===== src/rtl/tpu_pkg.sv =====
// tpu_pkg: shared constants, derived counter widths, FSM state encoding and the
// operand zero-extension helper for the TinyTPU host-side stream driver.
//   D_W  : operand width in bits
//   N    : systolic array dimension (N pairs per load, N*N results per run)
//   WORD : serial word length per operand (WORD >= D_W)
package tpu_pkg;
   localparam int D_W    = 8;
   localparam int N      = 2;
   localparam int WORD   = 8;

   localparam int RES_W  = 2 * D_W;      // deserialized result width
   localparam int FIFO_W = RES_W + 1;    // result data + last flag
   localparam int FIFO_D = N * N;        // one full computation of results

   localparam int PAIR_CW = $clog2(N + 1);
   localparam int LBIT_CW = $clog2(WORD + 1);
   localparam int RBIT_CW = $clog2(RES_W + 1);
   localparam int RES_CW  = $clog2(N * N + 1);

   localparam logic [PAIR_CW-1:0] N_PAIRS   = PAIR_CW'(N);
   localparam logic [LBIT_CW-1:0] WORD_LAST = LBIT_CW'(WORD - 1);
   localparam logic [RBIT_CW-1:0] RBIT_LAST = RBIT_CW'(RES_W - 1);
   localparam logic [RES_CW-1:0]  RES_LAST  = RES_CW'(N * N - 1);

   typedef enum logic [1:0] {
      IDLE,
      LOAD,
      START,
      COLLECT
   } state_t;

   function automatic logic [WORD-1:0] zext_operand(input logic [D_W-1:0] v);
      return WORD'(v);
   endfunction
endpackage


===== src/rtl/tpu_stream_driver_if.sv =====
// tpu_stream_driver_if: bundles the operand stream (s_*), the bit-serial core
// link (data_in_x/y, load_en, init, data_out_z, tx_ready), the result stream
// (m_*) and the busy flag.
//   master : host/core side (drives s_valid/s_x/s_y, data_out_z, tx_ready, m_ready)
//   slave  : the stream driver itself
interface tpu_stream_driver_if;
   import tpu_pkg::*;

   logic             s_valid;
   logic             s_ready;
   logic [D_W-1:0]   s_x;
   logic [D_W-1:0]   s_y;
   logic             data_in_x;
   logic             data_in_y;
   logic             load_en;
   logic             init;
   logic             data_out_z;
   logic             tx_ready;
   logic             m_valid;
   logic             m_ready;
   logic [RES_W-1:0] m_data;
   logic             m_last;
   logic             busy;

   modport master (
      output s_valid, s_x, s_y, data_out_z, tx_ready, m_ready,
      input  s_ready, data_in_x, data_in_y, load_en, init,
             m_valid, m_data, m_last, busy
   );

   modport slave (
      input  s_valid, s_x, s_y, data_out_z, tx_ready, m_ready,
      output s_ready, data_in_x, data_in_y, load_en, init,
             m_valid, m_data, m_last, busy
   );
endinterface


===== src/rtl/sync_fifo.sv =====
// sync_fifo: single-clock FIFO with synchronous flush on rst.
//   clk, rst : clock, synchronous active-high flush
//   push/din : write request and data (ignored when full unless popping)
//   pop      : read request (ignored when empty)
//   dout     : head entry, forced to zero while empty
//   empty    : no entries held
module sync_fifo #(
   parameter int W     = 8,
   parameter int DEPTH = 4
) (
   input  logic         clk,
   input  logic         rst,
   input  logic         push,
   input  logic [W-1:0] din,
   input  logic         pop,
   output logic [W-1:0] dout,
   output logic         empty
);
   localparam int PW = (DEPTH > 1) ? $clog2(DEPTH) : 1;
   localparam int CW = $clog2(DEPTH + 1);

   logic [W-1:0]  mem [DEPTH];
   logic [PW-1:0] wr_ptr;
   logic [PW-1:0] rd_ptr;
   logic [CW-1:0] count;
   logic          do_push;
   logic          do_pop;

   function automatic logic [PW-1:0] next_ptr(input logic [PW-1:0] p);
      return (p == PW'(DEPTH - 1)) ? '0 : p + 1'b1;
   endfunction

   assign empty   = (count == '0);
   assign do_pop  = pop && !empty;
   assign do_push = push && ((count != CW'(DEPTH)) || do_pop);
   // Zero while empty so the result bus reads 0 out of reset and between bursts.
   assign dout    = empty ? '0 : mem[rd_ptr];

   always_ff @(posedge clk) begin
      if (rst) begin
         wr_ptr <= '0;
         rd_ptr <= '0;
         count  <= '0;
      end else begin
         if (do_push) wr_ptr <= next_ptr(wr_ptr);
         if (do_pop)  rd_ptr <= next_ptr(rd_ptr);
         case ({do_push, do_pop})
            2'b10:   count <= count + 1'b1;
            2'b01:   count <= count - 1'b1;
            default: ;
         endcase
      end
   end

   always_ff @(posedge clk) begin
      if (do_push) mem[wr_ptr] <= din;
   end
endmodule


===== src/rtl/tpu_stream_driver.sv =====
// tpu_stream_driver: host front end for the TinyTPU systolic core.
// Serializes N operand pairs MSB-first onto data_in_x/y under load_en, pulses
// init, then deserializes N*N results of 2*D_W bits from data_out_z (qualified
// by tx_ready) into a result FIFO drained through the m_* stream.
//   clk, rst : clock, synchronous active-high reset
//   bus      : tpu_stream_driver_if.slave (operand stream, core link, result
//              stream, busy)
// Every output is a register or a decode of registers only.
module tpu_stream_driver
   import tpu_pkg::*;
(
   input  logic               clk,
   input  logic               rst,
   tpu_stream_driver_if.slave bus
);
   state_t             state, state_n;
   logic [PAIR_CW-1:0] pair_cnt, pair_cnt_n;
   logic [LBIT_CW-1:0] lbits_left, lbits_left_n;
   logic [RBIT_CW-1:0] rbit_cnt, rbit_cnt_n;
   logic [RES_CW-1:0]  res_cnt, res_cnt_n;
   logic [WORD-1:0]    x_sh, x_sh_n, y_sh, y_sh_n;
   logic [RES_W-2:0]   z_sh, z_sh_n;
   logic               s_ready_q, s_ready_n;
   logic               data_x_q, data_x_n;
   logic               data_y_q, data_y_n;
   logic               load_en_q, load_en_n;
   logic               init_q, init_n;
   logic               busy_q, busy_n;

   logic               accept;
   logic               start_word;
   logic               push, push_last, pop;
   logic               fifo_empty;
   logic [RES_W-1:0]   push_word;
   logic [FIFO_W-1:0]  fifo_dout;
   logic [WORD-1:0]    x_ext, y_ext;

   assign accept    = bus.s_valid && s_ready_q;
   assign x_ext     = zext_operand(bus.s_x);
   assign y_ext     = zext_operand(bus.s_y);
   assign pop       = !fifo_empty && bus.m_ready;
   assign push_word = {z_sh, bus.data_out_z};

   always_comb begin
      state_n      = state;
      pair_cnt_n   = pair_cnt;
      lbits_left_n = lbits_left;
      rbit_cnt_n   = rbit_cnt;
      res_cnt_n    = res_cnt;
      x_sh_n       = x_sh;
      y_sh_n       = y_sh;
      z_sh_n       = z_sh;
      data_x_n     = data_x_q;
      data_y_n     = data_y_q;
      load_en_n    = load_en_q;
      init_n       = 1'b0;
      start_word   = 1'b0;
      push         = 1'b0;
      push_last    = 1'b0;

      case (state)
         IDLE: begin
            if (accept) begin
               state_n    = LOAD;
               start_word = 1'b1;
            end
         end
         LOAD: begin
            if (lbits_left != '0) begin
               data_x_n     = x_sh[WORD-1];
               data_y_n     = y_sh[WORD-1];
               x_sh_n       = x_sh << 1;
               y_sh_n       = y_sh << 1;
               lbits_left_n = lbits_left - 1'b1;
            end else if (accept) begin
               start_word = 1'b1;
            end else begin
               // Word boundary with nothing to send: idle the serial link.
               load_en_n = 1'b0;
               data_x_n  = 1'b0;
               data_y_n  = 1'b0;
               if (pair_cnt == N_PAIRS) begin
                  state_n = START;
                  init_n  = 1'b1;
               end
            end
         end
         START: begin
            state_n = COLLECT;
         end
         COLLECT: begin
            if (bus.tx_ready) begin
               z_sh_n = push_word[RES_W-2:0];
               if (rbit_cnt == RBIT_LAST) begin
                  push       = 1'b1;
                  push_last  = (res_cnt == RES_LAST);
                  rbit_cnt_n = '0;
                  if (res_cnt == RES_LAST) begin
                     state_n    = IDLE;
                     res_cnt_n  = '0;
                     pair_cnt_n = '0;
                  end else begin
                     res_cnt_n = res_cnt + 1'b1;
                  end
               end else begin
                  rbit_cnt_n = rbit_cnt + 1'b1;
               end
            end
         end
         default: state_n = IDLE;
      endcase

      // Accepting a pair drives its MSB out on the very next cycle.
      if (start_word) begin
         data_x_n     = x_ext[WORD-1];
         data_y_n     = y_ext[WORD-1];
         x_sh_n       = x_ext << 1;
         y_sh_n       = y_ext << 1;
         lbits_left_n = WORD_LAST;
         load_en_n    = 1'b1;
         pair_cnt_n   = pair_cnt + 1'b1;
      end

      // s_ready is registered, so it is decided from the upcoming state: in
      // LOAD it is raised for the cycle that shows the LSB, which lets the
      // next pair's MSB follow with no gap in load_en.
      s_ready_n = 1'b0;
      if (state_n == IDLE) begin
         s_ready_n = fifo_empty && !push;
      end else if (state_n == LOAD) begin
         s_ready_n = (lbits_left_n == '0) && (pair_cnt_n < N_PAIRS);
      end
      busy_n = (state_n != IDLE);
   end

   always_ff @(posedge clk) begin
      if (rst) begin
         state      <= IDLE;
         pair_cnt   <= '0;
         lbits_left <= '0;
         rbit_cnt   <= '0;
         res_cnt    <= '0;
         s_ready_q  <= 1'b0;
         data_x_q   <= 1'b0;
         data_y_q   <= 1'b0;
         load_en_q  <= 1'b0;
         init_q     <= 1'b0;
         busy_q     <= 1'b0;
      end else begin
         state      <= state_n;
         pair_cnt   <= pair_cnt_n;
         lbits_left <= lbits_left_n;
         rbit_cnt   <= rbit_cnt_n;
         res_cnt    <= res_cnt_n;
         s_ready_q  <= s_ready_n;
         data_x_q   <= data_x_n;
         data_y_q   <= data_y_n;
         load_en_q  <= load_en_n;
         init_q     <= init_n;
         busy_q     <= busy_n;
      end
   end

   // Shift registers carry data only; stale contents are overwritten before use.
   always_ff @(posedge clk) begin
      x_sh <= x_sh_n;
      y_sh <= y_sh_n;
      z_sh <= z_sh_n;
   end

   sync_fifo #(
      .W     (FIFO_W),
      .DEPTH (FIFO_D)
   ) u_fifo (
      .clk   (clk),
      .rst   (rst),
      .push  (push),
      .din   ({push_last, push_word}),
      .pop   (pop),
      .dout  (fifo_dout),
      .empty (fifo_empty)
   );

   assign bus.s_ready   = s_ready_q;
   assign bus.data_in_x = data_x_q;
   assign bus.data_in_y = data_y_q;
   assign bus.load_en   = load_en_q;
   assign bus.init      = init_q;
   assign bus.busy      = busy_q;
   assign bus.m_valid   = !fifo_empty;
   assign bus.m_data    = fifo_dout[RES_W-1:0];
   assign bus.m_last    = fifo_dout[RES_W];
endmodule

===== src/flat_wrapper.sv =====
// flat-port wrapper written by rule: the top's interface ports become plain ports
module tpu_stream_driver_flat import tpu_pkg::*;
  (clk, rst, bus_s_valid, bus_s_x, bus_s_y, bus_data_out_z, bus_tx_ready, bus_m_ready, bus_s_ready, bus_data_in_x, bus_data_in_y, bus_load_en, bus_init, bus_m_valid, bus_m_data, bus_m_last, bus_busy);
  tpu_stream_driver_if bus_i ();
  input  logic clk;
  input  logic rst;
  input wire logic [$bits(bus_i.s_valid)-1:0] bus_s_valid;
  input wire logic [$bits(bus_i.s_x)-1:0] bus_s_x;
  input wire logic [$bits(bus_i.s_y)-1:0] bus_s_y;
  input wire logic [$bits(bus_i.data_out_z)-1:0] bus_data_out_z;
  input wire logic [$bits(bus_i.tx_ready)-1:0] bus_tx_ready;
  input wire logic [$bits(bus_i.m_ready)-1:0] bus_m_ready;
  output wire logic [$bits(bus_i.s_ready)-1:0] bus_s_ready;
  output wire logic [$bits(bus_i.data_in_x)-1:0] bus_data_in_x;
  output wire logic [$bits(bus_i.data_in_y)-1:0] bus_data_in_y;
  output wire logic [$bits(bus_i.load_en)-1:0] bus_load_en;
  output wire logic [$bits(bus_i.init)-1:0] bus_init;
  output wire logic [$bits(bus_i.m_valid)-1:0] bus_m_valid;
  output wire logic [$bits(bus_i.m_data)-1:0] bus_m_data;
  output wire logic [$bits(bus_i.m_last)-1:0] bus_m_last;
  output wire logic [$bits(bus_i.busy)-1:0] bus_busy;
  assign bus_i.s_valid = bus_s_valid;
  assign bus_i.s_x = bus_s_x;
  assign bus_i.s_y = bus_s_y;
  assign bus_i.data_out_z = bus_data_out_z;
  assign bus_i.tx_ready = bus_tx_ready;
  assign bus_i.m_ready = bus_m_ready;
  assign bus_s_ready = bus_i.s_ready;
  assign bus_data_in_x = bus_i.data_in_x;
  assign bus_data_in_y = bus_i.data_in_y;
  assign bus_load_en = bus_i.load_en;
  assign bus_init = bus_i.init;
  assign bus_m_valid = bus_i.m_valid;
  assign bus_m_data = bus_i.m_data;
  assign bus_m_last = bus_i.m_last;
  assign bus_busy = bus_i.busy;
  tpu_stream_driver u_core (.clk(clk), .rst(rst), .bus(bus_i));
endmodule

===== config.mk =====
export PLATFORM = sky130hd
export DESIGN_NAME = tpu_stream_driver_flat
export DESIGN_NICKNAME = d
export VERILOG_FILES = /design/src/rtl/tpu_pkg.sv /design/src/rtl/tpu_stream_driver_if.sv /design/src/rtl/sync_fifo.sv /design/src/rtl/tpu_stream_driver.sv /design/src/flat_wrapper.sv
export SDC_FILE = /design/constraint.sdc
export NUM_CORES = 1
export LEC_CHECK = 0
export BUFFER_PORTS_ARGS = -buffer_cell sky130_fd_sc_hd__buf_2
export CAP_MARGIN = 20
export CORE_AREA = 2 2 106 108
export DETAILED_ROUTE_END_ITERATION = 7
export DIE_AREA = 0 0 108 110
export PLACE_DENSITY = 0.7
export REMOVE_ABC_BUFFERS = 1
export SLEW_MARGIN = 15
export SYNTH_ARGS = -nofsm -noshare
export SYNTH_HDL_FRONTEND = slang
export SYNTH_SLANG_ARGS = --single-unit

===== constraint.sdc =====
create_clock -name clk -period 2.4 [get_ports clk]
set_input_delay 0.24 -clock clk [delete_from_list [all_inputs] [get_ports clk]]
set_output_delay 0.24 -clock clk [all_outputs]
set_load 0.02 [all_outputs]

==> impl_metrics.yaml, run 1 <==
power_and_ir_drop:
  vdd_ir_drop_max_mv: 0.506
  p_switching_mw: 1.18
  power_frac_comb_pct: 5.8
  clock_power_share_pct: 48.2
  p_int_mw: 4.18
  p_seq_share_pct: 46.0
  powerDensity_nw_per_um2: 842
  power_leakage_nw: 2.29
  switching_share_pct: 22.0
die:
  die_w_um: 108
  rows: 38
  die_h_um: 110
  start_util_pct: 48.9
  core_sq_um: 10700
  dieArea_sq_um: 11900
  io_pins: 46
run_status:
  outcome: "finished clean"
worst_setup_path:
  slowest_delay_ps: 420
  crit_path_max_fanout: 18
  crit_path_end_kind: "flip-flop"
  cp-start-kind: "flip-flop"
  cpMaxStageDelayCell: "or3b_4"
  reg2reg_depth: 6
  crit_type: "reg -> reg"
  crit_chain: "inv_1, ha_1, or3b_4, a211oi_4, buf_4, mux2_2"
  critPathArrivalTime_ps: 2530
  cp.required_ps: 2670
sta:
  max_slew.worst_pin.slew_ps: 654
  rsz0062_at_grt: "false"
  drv_slew: 0
  period_needed_ps: 2260
  slew_headroom_pct: 55.8
  tns_ps: 0
  hold_viol: 0
  fin_ws_ps: 137
  setup_viol: 0
  fmax_mhz: 442
  fin_skew_ps: 15.4
  final.period_utilization_pct: 94.3
detailed_routing:
  viasPerCell: 5.50
  final_antenna_net_count: 0
  totalWireLength_um: 9490
  wl_per_cell_um: 16.7
  dr.pass1.iters: 5
  num_vias: 3129
  drc: 0
  drtIter0Drc: 264
grt:
  first_global_vias: 3121
  met2_usage_pct: 28.4
  grtUsageTotal_pct: 17.5
  busiest_layer: "met2"
  grt_use_met1_pct: 21.9
  grt_first_pass_wirelength_um: 15400
  antenna_found_initial: 0
  grt_use_met3_pct: 6.00
  grt_max_degree: 27
  overflow: 0
clock_tree:
  numClockSinks: 128
  cts_tree: "built"
  cts.path.max_buffers: 2
  clkTransAtPathRegs_ps: 60
  htree_levels: 4
  cts_root_buffer: "clkbuf_8"
  cts_buffers: 17
  clk_latency_ps: 520
synthesis:
  ys_ff_latch: 128
  synthCells: 341
  synth_seq_area_share_pct: 67.6
  synth-edff-count: 97
  async_flop_share_pct: 0
  post_synth_num_cell_types: 58
  synth.avg_cell_area_sq_um: 15.3
  synthFlopType: "edfxtp_1"
  yosys_warnings: 0
  netlist_area_sq_um: 5230
flow_run:
  drv_cap: 0
place:
  dpl_worst_slack_ps: 88.9
  post-dp-hpwl_um: 5790
  gp_congestion: 0.856
  port_buffers: 45
layout:
  nFillCells: 793
  nets: 448
  diodes: 0
  syn_to_final_growth_pct: 21.9
  drive_gt1_share_pct: 31.2
hold_path:
  hp-class: "in -> reg"
  worstHoldPathCells: 2
## cells by family (layout without fill, tap and decap cells)
family / count (synthesis) / after routing / synth area share (%)
fa+ha+maj: 10 / 10 / 2.54
xor+xnor: 3 / 3 / 0.503
compound gates: 44 / 44 / 6.30
simple gates: 99 / 99 / 10.5
mux: 31 / 31 / 10.3
flops: 128 / 128 / 67.6
buf+inv: 26 / 114 / 2.30
## worst max-delay path: cells and delay by family (launching register included)
| kind | cells | cell delay, ps |
|---|---|---|
| compound gates | 1 | 260 |
| simple gates | 1 | 420 |
| fa+ha+maj | 1 | 250 |
| buf+inv | 2 | 360 |
| mux | 1 | 370 |
| flops | 1 | 350 |
## area by class of cell
cell class	instances	area (sq um)	share of cell area, %
Clock buffer	18	418	6.56
Clock inverter	14	176	2.77
Inverter	11	41.3	0.648
Multi-Input combinational cell	187	1580	24.8
Sequential cell	128	3530	55.4
Tap cell	140	175	2.75
Timing Repair Buffer	71	452	7.09
## metal layers
metal | wire length [um] | vias to the layer above
li1 | - | 1465
met1 | 4090 | 1548
met2 | 4730 | 101
met3 | 522 | 15
met4 | 147 | 0
met5 | 0 | -
## sequential cells by signal, indices dropped and copies added, names as in the netlist, named ones only
name / cells
u_core.bus.s_ready: 1
u_core.bus.load_en: 1
u_core.u_fifo.count: 3
u_core.u_fifo.mem: 68
u_core.u_fifo.wr_ptr: 2
u_core.lbits_left: 4
u_core.rbit_cnt: 5
u_core.z_sh: 15
u_core.pair_cnt: 2
u_core.bus.busy: 1
u_core.y_sh: 7
u_core.bus.init: 1
u_core.x_sh: 7
u_core.res_cnt: 3
u_core.bus.data_in_y: 1
u_core.bus.data_in_x: 1
u_core.state: 2
u_core.u_fifo.rd_ptr: 2
## stage by stage
stage | total power [mW] | instances | area (sq um) | util, % | hold WS, ps
6_report | 5.36 | 569 | 6370 | 59.6 | 19.7
5_1_grt | 5.55 | 569 | 6370 | 59.6 | 5.06
4_1_cts | 5.40 | 569 | 6370 | 59.5 | 1.08
3_5_place_dp | 2.81 | 531 | 5710 | 53.4 | 458
3_3_place_gp | 2.81 | 531 | 5710 | 53.4 | 446
2_1_floorplan | 2.72 | 326 | 5150 | - | 305
## cell usage in the layout, fill, tap and decap left out, drive strengths merged, types with 15 or more instances in the layout
cell,Yosys,routed
and2,23,23
dfxtp,31,31
mux4,17,17
buf,6,65
nor2,15,15
inv,10,16
clkbuf,9,18
nand2,17,17
edfxtp,97,97
## what timing repair did
action | in CTS | in global routing
hold buffers | 6 | 0
resized for setup | 0 | 3
endpoints found under the hold margin | 10 | 0
setup buffers | 0 | 0
endpoints found under the setup margin | 0 | 3
## cells in the mapped netlist (all sizes together), types with 2 or more instances
master / n / area (sq um)
nand4b: 2 / 17.5
nand2: 17 / 63.8
mux4: 17 / 383
or4: 3 / 22.5
nor2: 15 / 56.3
edfxtp: 97 / 2910
nand4: 3 / 18.8
nor3: 8 / 45.0
nand3: 7 / 35.0
buf: 6 / 45.0
and2: 23 / 144
a221oi: 3 / 26.3
o2111ai: 2 / 17.5
a31oi: 2 / 12.5
o311ai: 2 / 17.5
dfxtp: 31 / 621
ha: 9 / 113
or3: 4 / 25.0
a21oi: 12 / 60.1
and3: 3 / 18.8
nor2b: 3 / 18.8
mux2i: 2 / 20.0
or2: 3 / 18.8
clkbuf: 9 / 33.8
inv: 10 / 37.5
o31ai: 3 / 22.5
a211oi: 3 / 40.0
xnor2: 2 / 17.5
o21ai: 3 / 15.0
nand2b: 3 / 18.8
mux2: 12 / 135
## worst paths after layout
kind	from	endpoint	slack (ps)
hold / removal	bus_s_x[5]	u_core.x_sh[6]	20
setup / recovery	u_core.lbits_left[0]	u_core.x_sh[4]	140
hold reg to reg	u_core.res_cnt[1]	u_core.res_cnt[1]	470
setup reg to reg	u_core.lbits_left[0]	u_core.x_sh[4]	140
## power groups by stage
stage | Clock (mW) | Sequential (mW) | Combinational [mW]
2_1_floorplan | 0 | 2.52 | 0.196
3_3_place_gp | 0 | 2.51 | 0.294
3_5_place_dp | 0 | 2.51 | 0.301
4_1_cts | 2.62 | 2.47 | 0.312
5_1_grt | 2.72 | 2.47 | 0.347
6_report | 2.59 | 2.47 | 0.311
Power figures use the tool's default switching activity.
==> inputs of run 2 (changes only) <==
- BUFFER_PORTS_ARGS: -buffer_cell sky130_fd_sc_hd__buf_2 -> -buffer_cell sky130_fd_sc_hd__clkbuf_2
==> impl_metrics.yaml, run 2 (synthesis results as in run 1) <==
run_status:
  outcome: "finished clean"
grt:
  antenna_found_initial: 0
  overflow: 0
  grt_first_pass_wirelength_um: 15200
  grt_max_degree: 26
  first_global_vias: 3135
  grtUsageTotal_pct: 17.4
power_and_ir_drop:
  power_leakage_nw: 2.27
  vdd_ir_drop_max_mv: 0.522
  total_power_mw: 5.38
  powerDensity_nw_per_um2: 843
hold_path:
  hold_start: "bus_s_x[2]"
  hp-class: "in -> reg"
layout:
  largest-register: "u_core.u_fifo.mem"
  diodes: 0
  nets: 448
  top_regs: "u_core.u_fifo.mem (68), u_core.z_sh (15)"
  final_core_util_pct: 59.6
  syn_to_final_growth_pct: 22.0
  drive_gt1_share_pct: 30.8
  final_common_cell: "edfxtp_1"
  largest_register_ffs: 68
  nFillCells: 812
  mostFrequentLayoutCells: "97 x edfxtp_1, 45 x clkbuf_2, 31 x dfxtp_1"
  fin_area_sq_um: 6380
worst_setup_path:
  crit_type: "reg -> reg"
  crit_path_end_kind: "flip-flop"
  cpMaxStageDelayCell: "or4_1"
  crit_chain: "ha_1, and4b_1, nand2_1, nand3_1, fa_2, or4_1, a21o_1, a31oi_1"
  rrSetupSlack_ps: 120
  reg2reg_from: "u_core.rbit_cnt[0]"
  cp.required_ps: 2850
  startpoint: "u_core.rbit_cnt[0]"
  cp-start-kind: "flip-flop"
  reg2reg_depth: 8
  slowest_delay_ps: 560
  crit_path_max_fanout: 4
  critPathArrivalTime_ps: 2730
  crit_end: "u_core.u_fifo.count[2]"
  r2r-end: "u_core.u_fifo.count[2]"
place:
  port_buffers: 45
  gp_congestion: 0.863
  placed_cell_area_sq_um: 5720
  post-dp-hpwl_um: 5760
clock_tree:
  clkTransAtPathRegs_ps: 60
  numClockSinks: 128
  htree_levels: 4
  post_cts_buffers: 0
  cts_tree: "built"
  clk_latency_ps: 520
  cts.path.max_buffers: 2
  cts_root_buffer: "clkbuf_8"
  cts_buffers: 17
detailed_routing:
  dr.pass1.iters: 5
  final_antenna_net_count: 0
  num_vias: 3104
  totalWireLength_um: 9330
  drc: 0
  drtIter0Drc: 233
  wl_per_cell_um: 16.4
  viasPerCell: 5.46
die:
  die_h_um: 110
  rows: 38
  start_util_pct: 48.9
  die_w_um: 108
  dieArea_sq_um: 11900
  core_sq_um: 10700
  io_pins: 46
sta:
  hold_viol: 0
  max_slew.worst_pin.slew_ps: 637
  fin_skew_ps: 5.23
  holdWs_ps: 20.6
  slew_headroom_pct: 57.0
  period_needed_ps: 2280
  rsz0062_at_grt: "true"
  final.period_utilization_pct: 95.1
  setup_viol: 0
  drv_slew: 0
  fmax_mhz: 438
flow_run:
  drv_cap: 0
run 2: stage by stage:
stage,setup slack (ps),TNS (ps),instances
6_report,119,0,568
3_5_place_dp,80.7,0,532
4_1_cts,41.3,0,568
3_3_place_gp,172,0,532
5_1_grt,-0.414,-0.414,568
2_1_floorplan,-509,-1110,326
run 2: worst min-delay path by stage:
| stage | end | depth (start not counted) |
|---|---|---|
| 6_report | u_core.x_sh[3] | 2 |
| 5_1_grt | u_core.x_sh[2] | 2 |
| 4_1_cts | u_core.x_sh[2] | 2 |
| 3_5_place_dp | u_core.res_cnt[1] | 2 |
| 3_3_place_gp | u_core.res_cnt[1] | 2 |
| 2_1_floorplan | u_core.lbits_left[0] | 1 |
run 2: timing repair:
action | CTS | global route
setup endpoints to repair | 0 | 10
endpoints found under the hold margin | 9 | 0
hold buffers | 5 | 0
resized for setup | 0 | 2
run 2: cell type report:
cell class                 instances  area, sq um  area share (%)
multi-input combinational        187         1580            24.7
timing repair buffer              71          449            7.04
clock inverter                    14          189            2.96
tap                              140          175            2.75
clock buffer                      17          414            6.49
inverter                          11         41.3           0.647
sequential                       128         3530            55.4
run 2: critical path, delay by kind of cell, from the launching register on:
kind | cells | cell delay [ps]
and+or+nand+nor | 4 | 940
adders and majority gates | 2 | 630
DFF | 1 | 330
AOI/OAI and AO/OA | 2 | 310
run 2: per-layer routing:
metal	routed length [um]	GRT usage [%]	share of wire (%)
met4	127	6.50	1.4
met1	4070	21.6	44
met2	4600	28.1	49
met5	0	0	0
met3	527	6.47	5.6
run 2: power by group:
| group | switching [mW] | internal (mW) | total (mW) |
|---|---|---|---|
| combinational | 0.162 | 0.147 | 0.309 |
| clock | 0.926 | 1.68 | 2.60 |
| sequential | 0.0322 | 2.44 | 2.47 |
| total | 1.12 | 4.26 | 5.38 |
==> inputs of run 3 (changes only) <==
- ABC_AREA: unset -> 1
==> impl_metrics.yaml, run 3 <==
worst_setup_path:
  cpMaxStageDelayCell: "dfxtp_1"
  crit_end: "bus_m_data[2]"
  critPathArrivalTime_ps: 1880
  r2r-end: "u_core.u_fifo.mem[3][2]"
  crit_path_max_fanout: 17
  crit_path_end_kind: "primary output"
  cp-start-kind: "flip-flop"
  slowest_delay_ps: 370
  crit_chain: "clkinvlp_4, nor2_1, o21ai_0, a21oi_1, clkbuf_2"
  rrSetupSlack_ps: 480
  reg2reg_from: "u_core.rbit_cnt[0]"
  cp.required_ps: 2160
  crit_type: "reg -> out"
  reg2reg_depth: 6
synthesis:
  synth.avg_cell_area_sq_um: 10.7
  post_synth_num_cell_types: 34
  netlist_area_sq_um: 5240
  synthCells: 489
  synthTopCellsByArea: "edfxtp_1 56%, dfxtp_1 12%, nor2_1 7.0%, nand2_1 5.5%, o21ai_0 3.9%"
  yosys.area.top_type_share_pct: 55.6
  yosys_warnings: 0
  async_flop_share_pct: 0
  synthFlopType: "edfxtp_1"
  synth_largest_area_cell: "edfxtp_1"
  yosysMostFrequentCell: "nor2_1"
  netlist_top_cells_count: "98 x nor2_1, 97 x edfxtp_1, 77 x nand2_1"
  synth_seq_area_share_pct: 67.4
  synth-edff-count: 97
  ys_ff_latch: 128
power_and_ir_drop:
  p_switching_mw: 2.58
  power_leakage_nw: 2.54
  power_frac_comb_pct: 30.4
  powerDensity_nw_per_um2: 1150
  switching_share_pct: 35.4
  p_seq_share_pct: 36.7
  p_int_mw: 4.72
  clock_power_share_pct: 32.8
  vdd_ir_drop_max_mv: 0.526
grt:
  grtUsageTotal_pct: 17.7
  grt_first_pass_wirelength_um: 16100
  overflow: 0
  grt_max_degree: 35
  antenna_found_initial: 0
  first_global_vias: 3501
sta:
  rsz0062_at_grt: "false"
  tns_ps: 0
  period_needed_ps: 2120
  fin_ws_ps: 280
  max_slew.worst_pin.slew_ps: 562
  fmax_mhz: 472
  setup_viol: 0
  slew_headroom_pct: 62.4
  drv_slew: 0
  fin_skew_ps: 9.11
  hold_viol: 0
  final.period_utilization_pct: 88.3
  holdWs_ps: 26.4
hold_path:
  hp-class: "in -> reg"
layout:
  nFillCells: 877
  final_common_cell: "nor2_1"
  largest-register: "u_core.u_fifo.mem"
  nets: 594
  drive_gt1_share_pct: 17.9
  largest_register_ffs: 68
  diodes: 0
  top_regs: "u_core.u_fifo.mem (68), u_core.z_sh (15)"
  final_core_util_pct: 59.4
  mostFrequentLayoutCells: "98 x nor2_1, 97 x edfxtp_1, 77 x nand2_1"
  syn_to_final_growth_pct: 21.2
detailed_routing:
  viasPerCell: 4.96
  num_vias: 3546
  totalWireLength_um: 9640
  drtIter0Drc: 151
  final_antenna_net_count: 0
  dr.pass1.iters: 4
  drc: 0
  wl_per_cell_um: 13.5
die:
  start_util_pct: 49.0
  core_sq_um: 10700
  io_pins: 46
  rows: 38
  dieArea_sq_um: 11900
  die_w_um: 108
  die_h_um: 110
clock_tree:
  htree_levels: 4
  cts_root_buffer: "clkbuf_8"
  clk_latency_ps: 500
  cts.path.max_buffers: 2
  cts_buffers: 17
  clkTransAtPathRegs_ps: 60
  cts_tree: "built"
  numClockSinks: 128
place:
  port_buffers: 45
  dpl_worst_slack_ps: 501
  post-dp-hpwl_um: 6030
  gp_congestion: 0.841
run_status:
  outcome: "finished clean"
flow_run:
  drv_cap: 0
run 3: cell count changes after synthesis, sizes merged, moves of 17 or more:
cell,before,now
inv,10,37
nor2,15,102
nand2,17,80
o21ai,3,44
mux4,17,0
and2,23,0
run 3: timing repair:
item / CTS / global route
hold buffers: 15 / 0
gates resized for setup: 0 / 3
hold endpoints to repair: 19 / 0
setup buffers: 0 / 0
endpoints found under the setup margin: 0 / 6
run 3: worst max-delay path, delay by kind of cell, from the launching register on:
family,cells,cell delay (ps)
compound gates,2,280
flops,1,370
buf+inv,2,500
simple gates,1,220
run 3: logic make-up (layout without fill, tap and decap cells):
family | after synthesis | count (layout) | share of synthesized area (%)
compound gates | 77 | 77 | 7.66
fa+ha+maj | 10 | 10 | 2.53
xor+xnor | 2 | 2 | 0.334
buf+inv | 57 | 143 | 4.73
simple gates | 215 | 215 | 17.4
flops | 128 | 128 | 67.4
run 3: worst min path at each step:
stage / start / endpoint / slack [ps] / cells after the start
6_report: bus_s_x[0] / u_core.x_sh[1] / 30 / 3
5_1_grt: bus_s_x[0] / u_core.x_sh[1] / 30 / 3
4_1_cts: bus_s_x[0] / u_core.x_sh[1] / 7 / 3
3_5_place_dp: u_core.rbit_cnt[4] / u_core.rbit_cnt[4] / 450 / 2
3_3_place_gp: u_core.res_cnt[2] / u_core.res_cnt[2] / 440 / 2
2_1_floorplan: rst / u_core.bus.busy / 310 / 1
run 3: through the flow:
stage	area (sq um)	power (mW)	std cells
global route	6360	7.74	715
CTS	6350	7.37	715
detailed placement	5630	4.94	668
global placement	5630	4.88	668
floorplan	5150	4.19	472
finish	6360	7.31	715
run 3: final cells by class:
type	count	area, sq um	share of cell area, %
Clock inverter	13	128	2.01
Sequential cell	128	3530	55.6
Tap cell	140	175	2.76
Clock buffer	19	442	6.95
Multi-Input combinational cell	304	1460	23.0
Timing Repair Buffer	71	458	7.20
Inverter	40	159	2.50
run 3: power groups by stage:
stage / Clock, mW / Sequential (mW) / Combinational, mW
2_1_floorplan: 0 / 2.81 / 1.39
3_3_place_gp: 0 / 2.71 / 2.17
3_5_place_dp: 0 / 2.72 / 2.22
4_1_cts: 2.44 / 2.68 / 2.26
5_1_grt: 2.55 / 2.71 / 2.48
6_report: 2.40 / 2.68 / 2.22
run 3: per-layer routing:
metal  wire length [um]  part of all wire [%]  track usage (%)
met4                 64                  0.66             6.41
met2               5010                    52             31.1
met1               4310                    45             21.5
met3                249                   2.6             4.12
met5                  0                     0                0
